<file path="config.mk">
export PLATFORM = sky130hd
export DESIGN_NAME = fir_datapath_pipe
export DESIGN_NICKNAME = d
export VERILOG_FILES = /design/src/rtl/fir_package.sv /design/src/rtl/fir_adder_tree.sv /design/src/rtl/fir_datapath_pipe.sv
export SDC_FILE = /design/constraint.sdc
export NUM_CORES = 2
export LEC_CHECK = 0
export BUFFER_PORTS_ARGS = -buffer_cell sky130_fd_sc_hd__buf_2
export CORE_UTILIZATION = 52
export DETAILED_ROUTE_END_ITERATION = 7
export PLACE_DENSITY = 0.71
export RECOVER_POWER = 100
export SYNTH_ARGS = -nofsm -noshare
export SYNTH_HDL_FRONTEND = slang
export SYNTH_SLANG_ARGS = --single-unit
</file>
<file path="constraint.sdc">
create_clock -name clk_i -period 10.9 [get_ports clk_i]
set_input_delay 1.635 -clock clk_i [delete_from_list [all_inputs] [get_ports clk_i]]
set_output_delay 1.635 -clock clk_i [all_outputs]
set_load 0.01 [all_outputs]
</file>
<file path="src/rtl/fir_package.sv">
// fir_package: shared types, state encoding and width helper for the FIR datapath.
package fir_package;

    typedef enum logic [1:0] {IDLE, RUN, DRAIN, DONE} fir_datapath_state_t;

    typedef struct packed {
        logic [31:0] len;
    } fir_datapath_ctrl_t;

    typedef struct packed {
        logic                done;
        fir_datapath_state_t state;
    } fir_datapath_flags_t;

    function automatic int fir_out_width(input int data_width, input int nb_taps);
        return 2 * data_width + $clog2(nb_taps);
    endfunction

endpackage

</file>
<file path="src/rtl/fir_adder_tree.sv">
// fir_adder_tree: registered signed reduction of N packed operands with enable.
module fir_adder_tree #(
    parameter int N     = 4,
    parameter int IN_W  = 32,
    parameter int OUT_W = 34
) (
    input  logic                    clk_i,
    input  logic                    rst_i,
    input  logic                    clear_i,
    input  logic                    en_i,
    input  logic [N*IN_W-1:0]       in_i,
    output logic signed [OUT_W-1:0] sum_o
);

    logic signed [OUT_W-1:0] sum;

    always_comb begin
        sum = '0;
        for (int k = 0; k < N; k++)
            sum = sum + OUT_W'($signed(in_i[k*IN_W +: IN_W]));
    end

    always_ff @(posedge clk_i or posedge rst_i)
        if (rst_i)
            sum_o <= '0;
        else if (clear_i)
            sum_o <= '0;
        else if (en_i)
            sum_o <= sum;

endmodule

</file>
<file path="src/rtl/fir_datapath_pipe.sv">
// fir_datapath_pipe: direct-form FIR stage, taps latched per run, then x stream in
// and y stream out through a two-stage multiply / add pipeline with backpressure.
module fir_datapath_pipe
    import fir_package::*;
#(
    parameter int DATA_WIDTH = 16,
    parameter int NB_TAPS    = 4,
    parameter int LEN_WIDTH  = 16,
    localparam int OUT_WIDTH = fir_out_width(DATA_WIDTH, NB_TAPS)
) (
    input  logic                          clk_i,
    input  logic                          rst_i,
    input  logic                          clear_i,
    input  logic [LEN_WIDTH-1:0]          len_i,
    input  logic [NB_TAPS*DATA_WIDTH-1:0] h_data_i,
    input  logic                          h_valid_i,
    output logic                          h_ready_o,
    input  logic [DATA_WIDTH-1:0]         x_data_i,
    input  logic                          x_valid_i,
    output logic                          x_ready_o,
    output logic signed [OUT_WIDTH-1:0]   y_data_o,
    output logic                          y_valid_o,
    input  logic                          y_ready_i,
    output logic                          done_o
);

    localparam int PW = 2 * DATA_WIDTH;

    fir_datapath_flags_t          flags_q;
    fir_datapath_ctrl_t           ctrl_q;
    logic [LEN_WIDTH-1:0]         cnt_q;
    logic signed [DATA_WIDTH-1:0] h_q [NB_TAPS];
    logic signed [DATA_WIDTH-1:0] d_q [NB_TAPS];
    logic signed [DATA_WIDTH-1:0] dn  [NB_TAPS];
    logic signed [PW-1:0]         prod [NB_TAPS];
    logic [NB_TAPS*PW-1:0]        prod_q;
    logic                         v1_q, v2_q, en, x_hs, h_hs;

    // The whole pipeline freezes only while a y sample is offered and refused.
    assign en        = ~(v2_q & ~y_ready_i);
    assign h_ready_o = flags_q.state == IDLE;
    assign x_ready_o = (flags_q.state == RUN) & en;
    assign y_valid_o = v2_q;
    assign done_o    = flags_q.done;
    assign h_hs      = h_valid_i & h_ready_o;
    assign x_hs      = x_valid_i & x_ready_o;

    always_comb begin
        dn[0] = x_data_i;
        for (int k = 1; k < NB_TAPS; k++)
            dn[k] = d_q[k-1];
        for (int k = 0; k < NB_TAPS; k++)
            prod[k] = h_q[k] * dn[k];
    end

    always_ff @(posedge clk_i or posedge rst_i)
        if (rst_i) begin
            flags_q <= '{done: 1'b0, state: IDLE};
            ctrl_q  <= '0;
            cnt_q   <= '0;
            for (int k = 0; k < NB_TAPS; k++) begin
                h_q[k] <= '0;
                d_q[k] <= '0;
            end
        end else if (clear_i) begin
            flags_q <= '{done: 1'b0, state: IDLE};
            ctrl_q  <= '0;
            cnt_q   <= '0;
            for (int k = 0; k < NB_TAPS; k++) begin
                h_q[k] <= '0;
                d_q[k] <= '0;
            end
        end else begin
            flags_q.done <= 1'b0;
            if (h_hs) begin
                for (int k = 0; k < NB_TAPS; k++) begin
                    h_q[k] <= h_data_i[k*DATA_WIDTH +: DATA_WIDTH];
                    d_q[k] <= '0;
                end
                ctrl_q.len    <= 32'(len_i);
                cnt_q         <= '0;
                flags_q.state <= (len_i != '0) ? RUN : DONE;
                flags_q.done  <= len_i == '0;
            end else if (x_hs) begin
                d_q   <= dn;
                cnt_q <= cnt_q + 1'b1;
                if (32'(cnt_q) + 32'd1 == ctrl_q.len)
                    flags_q.state <= DRAIN;
            end else if (flags_q.state == DRAIN && !v1_q && !v2_q) begin
                flags_q.state <= DONE;
                flags_q.done  <= 1'b1;
            end else if (flags_q.state == DONE) begin
                flags_q.state <= IDLE;
                for (int k = 0; k < NB_TAPS; k++)
                    h_q[k] <= '0;
            end
        end

    always_ff @(posedge clk_i or posedge rst_i)
        if (rst_i) begin
            v1_q   <= 1'b0;
            v2_q   <= 1'b0;
            prod_q <= '0;
        end else if (clear_i) begin
            v1_q   <= 1'b0;
            v2_q   <= 1'b0;
            prod_q <= '0;
        end else if (en) begin
            v1_q <= x_hs;
            v2_q <= v1_q;
            if (x_hs)
                for (int k = 0; k < NB_TAPS; k++)
                    prod_q[k*PW +: PW] <= prod[k];
        end

    // Only valid S1 data advances into S2, so y_data_o holds its last sample.
    fir_adder_tree #(
        .N     (NB_TAPS),
        .IN_W  (PW),
        .OUT_W (OUT_WIDTH)
    ) u_tree (
        .clk_i   (clk_i),
        .rst_i   (rst_i),
        .clear_i (clear_i),
        .en_i    (en & v1_q),
        .in_i    (prod_q),
        .sum_o   (y_data_o)
    );

endmodule

</file>
==> flow_metrics.env <==
export IMPL_status="complete, but fails checks"
export IMPL_violations="capacitance limit, slew limit"
export IMPL_layout_nets=7203
export IMPL_synth_common_cells="inv_1 (1156), fa_1 (1113), nand2_1 (793)"
export IMPL_synth_edf_count=0
export IMPL_cp_end_kind="register"
export IMPL_ys_ff_latch=311
export IMPL_cts_root_buf="clkbuf_16"
export IMPL_start_util_pct=52.6
export IMPL_insertion_delay_ns=0.62
export IMPL_whs_endpoint="u_tree.sum_o[18]"
export IMPL_slew_viol_final=603
export IMPL_layout_cells_non_filler=7026
export IMPL_drc=0
export IMPL_drt_pre_antenna_iters=5
export IMPL_io_buffers=139
export IMPL_vias=38700
export IMPL_fp_coreArea_sq_um=102000
export IMPL_wl_mm=137
export IMPL_synth_top_cell_by_area="fa_1"
export IMPL_finalSetupViolCount=0
export IMPL_clk_pin_slew_ns=0.06
export IMPL_antenna_found_initial=2
export IMPL_relSlewSlack_pct=-275
export IMPL_worstRegToRegCells=9
export IMPL_numCtsBuffers=41
export IMPL_synthesis_area_sq_um=53600
export IMPL_crit_start="y_ready_i"
export IMPL_synth_cells=5649
export IMPL_r2r_end="prod_q[62]"
export IMPL_total_power_mw=8.09
export IMPL_drv_cap=10
export IMPL_finalInstanceArea_sq_um=56700
export IMPL_clk_path_buf_depth=3
export IMPL_worstPathRequired_ns=11.42
export IMPL_fp_dieW_microns=323
export IMPL_yosysSeqAreaShare_pct=14.5
export IMPL_r2r_start="y_valid_o"
export IMPL_post_cts_resized=0
export IMPL_async_reset_ff_share_pct=100
export IMPL_yosysTopAreaCellShare_pct=41.5
export IMPL_r2r_slack_ns=3.03
export IMPL_critPathLaunchType="input port"
export IMPL_worstPathArrival_ns=9.07
export IMPL_io_pins=140
export IMPL_cts_tree="yes"
export IMPL_chipHeight_microns=323
export IMPL_synth_distinct_cells=74
export IMPL_syn_avg_cell_area_sq_um=9.50
export IMPL_first_iter_violations=2551
export IMPL_grt_max_degree=117
export IMPL_drive_gt1_share_pct=3.75
export IMPL_synth_fp_nets=7226
export IMPL_synth_area_top_cells="fa_1 (42%), dfrtp_1 (15%), ha_1 (8.4%)"
export IMPL_wl_per_cell_microns=19.5
export IMPL_grt_overflow=0
export IMPL_powerDensity_nw_per_um2=143
export IMPL_holdPathStages=2
export IMPL_dpl_cell_area_sq_um=55400
export IMPL_synth_flop_cell="dfrtp_1"
export IMPL_min_from="u_tree.sum_o[18]"
export IMPL_htree_levels=2
export IMPL_holdBufCountCts=0
export IMPL_max_vdd_ir_drop_v=0.000399
export IMPL_cp_max_fo=82
export IMPL_drtAntennaViolNets=0
export IMPL_p_leak_nw=29.9
export IMPL_yosysMostFrequentCell="inv_1"
export IMPL_worst_setup_path_type="input port to register"
export IMPL_setup_tns_ns=0
export IMPL_rsz0062_at_grt="no"
export IMPL_routed_via_density=5.50
export IMPL_cts_sinks=311
export IMPL_finClkSkew_ns=0.0257
export IMPL_dieArea_sq_um=104000
export IMPL_grt_first_pass_wirelength_mm=223
export IMPL_fillerInstances=9066
export IMPL_track_usage_pct=27.6
export IMPL_area_growth_pct=5.71
export IMPL_dp_cells=6951
export IMPL_min_period_over_period_pct=78.5
export IMPL_gp_congestion=0.905
export IMPL_period_needed_ns=8.55
export IMPL_tightest_slew_ns=5.60
export IMPL_cts_setup_buffers=0
export IMPL_place_detailed_hpwl_mm=109
export IMPL_ys_warn_count=0
export IMPL_grt_pass1_vias=40900
export IMPL_rows=117
export IMPL_hold_viol_final=0
export IMPL_hold_class="register to register"
export IMPL_max_freq_mhz=117
## state kept, by name, indices dropped and copies added (netlist names)
signal and cells:
prod_q 128, flags_q 2, v1_q 1, done_o 1, u_tree.sum_o 34, y_valid_o 1, ctrl_q 16, d_q 48
h_q 64, cnt_q 16
## worst max-delay path, cell delays in order
cell and delay (ns):
buf_2 0.10, nor2b_1 0.17, nor3b_1 0.11, and2_2 0.21, clkbuf_1 1.27, nor2_4 0.40
clkbuf_1 2.89, clkbuf_1 1.79, a22oi_1 0.26, o21ai_0 0.16
## kinds of logic (layout without fill, tap and decap cells)
logic type | Yosys count | in the layout | share of synthesized area (%)
compound gates | 694 | 694 | 8.37
xor+xnor | 193 | 193 | 3.15
fa+ha+maj | 1475 | 1475 | 50.0
buf+inv | 1385 | 1393 | 9.69
flops | 311 | 311 | 14.5
mux | 6 | 6 | 0.112
other cells | 0 | 1 | 0
simple gates | 1585 | 1585 | 14.2
## area by class of cell
cell class	instances	area (sq um)	share of cell area, %
diodes	1	2.50	0.00441
clock buffers	50	1150	2.03
repair buffers	163	788	1.39
flip-flops and latches	311	7780	13.7
inverters	1156	4340	7.65
multi-input cells	3953	40700	71.8
clock inverters	24	239	0.421
well taps	1368	1710	3.02
## cell usage in the layout (no fill, tap or decap), types with 21 or more instances in the layout
cell | Yosys | final
xor2_1 | 79 | 79
nand3_1 | 23 | 23
xnor2_1 | 114 | 114
a21oi_1 | 178 | 177
clkbuf_16 | 0 | 42
fa_1 | 1113 | 1113
buf_2 | 0 | 99
nand2_1 | 793 | 791
o21ai_0 | 189 | 196
dfrtp_1 | 311 | 311
a21o_1 | 79 | 79
and2_1 | 498 | 496
inv_1 | 1156 | 1155
nor2b_1 | 21 | 21
ha_1 | 362 | 362
clkbuf_1 | 216 | 51
nand2b_1 | 40 | 39
nor2_1 | 128 | 125
o21bai_1 | 22 | 22
a22o_1 | 83 | 83
## metal layers
metal | vias up | GRT usage (%) | share of wire (%)
met2 | 1272 | 44.2 | 47
met5 | - | 0 | 0
li1 | 17100 | - | -
met3 | 290 | 3.30 | 6.4
met4 | 0 | 14.1 | 5.5
met1 | 20000 | 37.2 | 41
## worst max-delay path by stage
| stage | slack (ns) | endpoint | cells past startpoint |
|---|---|---|---|
| floorplan | 0.66 | cnt_q[0] | 1 |
| global placement | 3.02 | prod_q[30] | 20 |
| global route | 1.75 | prod_q[60] | 3 |
| CTS | 3.48 | prod_q[61] | 21 |
| finish | 2.35 | prod_q[62] | 10 |
| detailed placement | 2.93 | prod_q[30] | 20 |
## report_power, final
part           switching, mW  internal (mW)
combinational           2.95           2.09
clock                  0.610          0.810
sequential             0.379           1.25
## per-stage QoR
step                      worst slack (ns)  util (%)  hold slack [ns]
after floorplan                      0.664         -            0.470
after global placement                3.02      54.3            0.457
after detailed placement              2.93      54.3            0.468
after CTS                             3.48      55.7            0.480
after global routing                  1.75      55.6            0.509
final                                 2.35      55.6            0.480
Power figures use the tool's default switching activity.
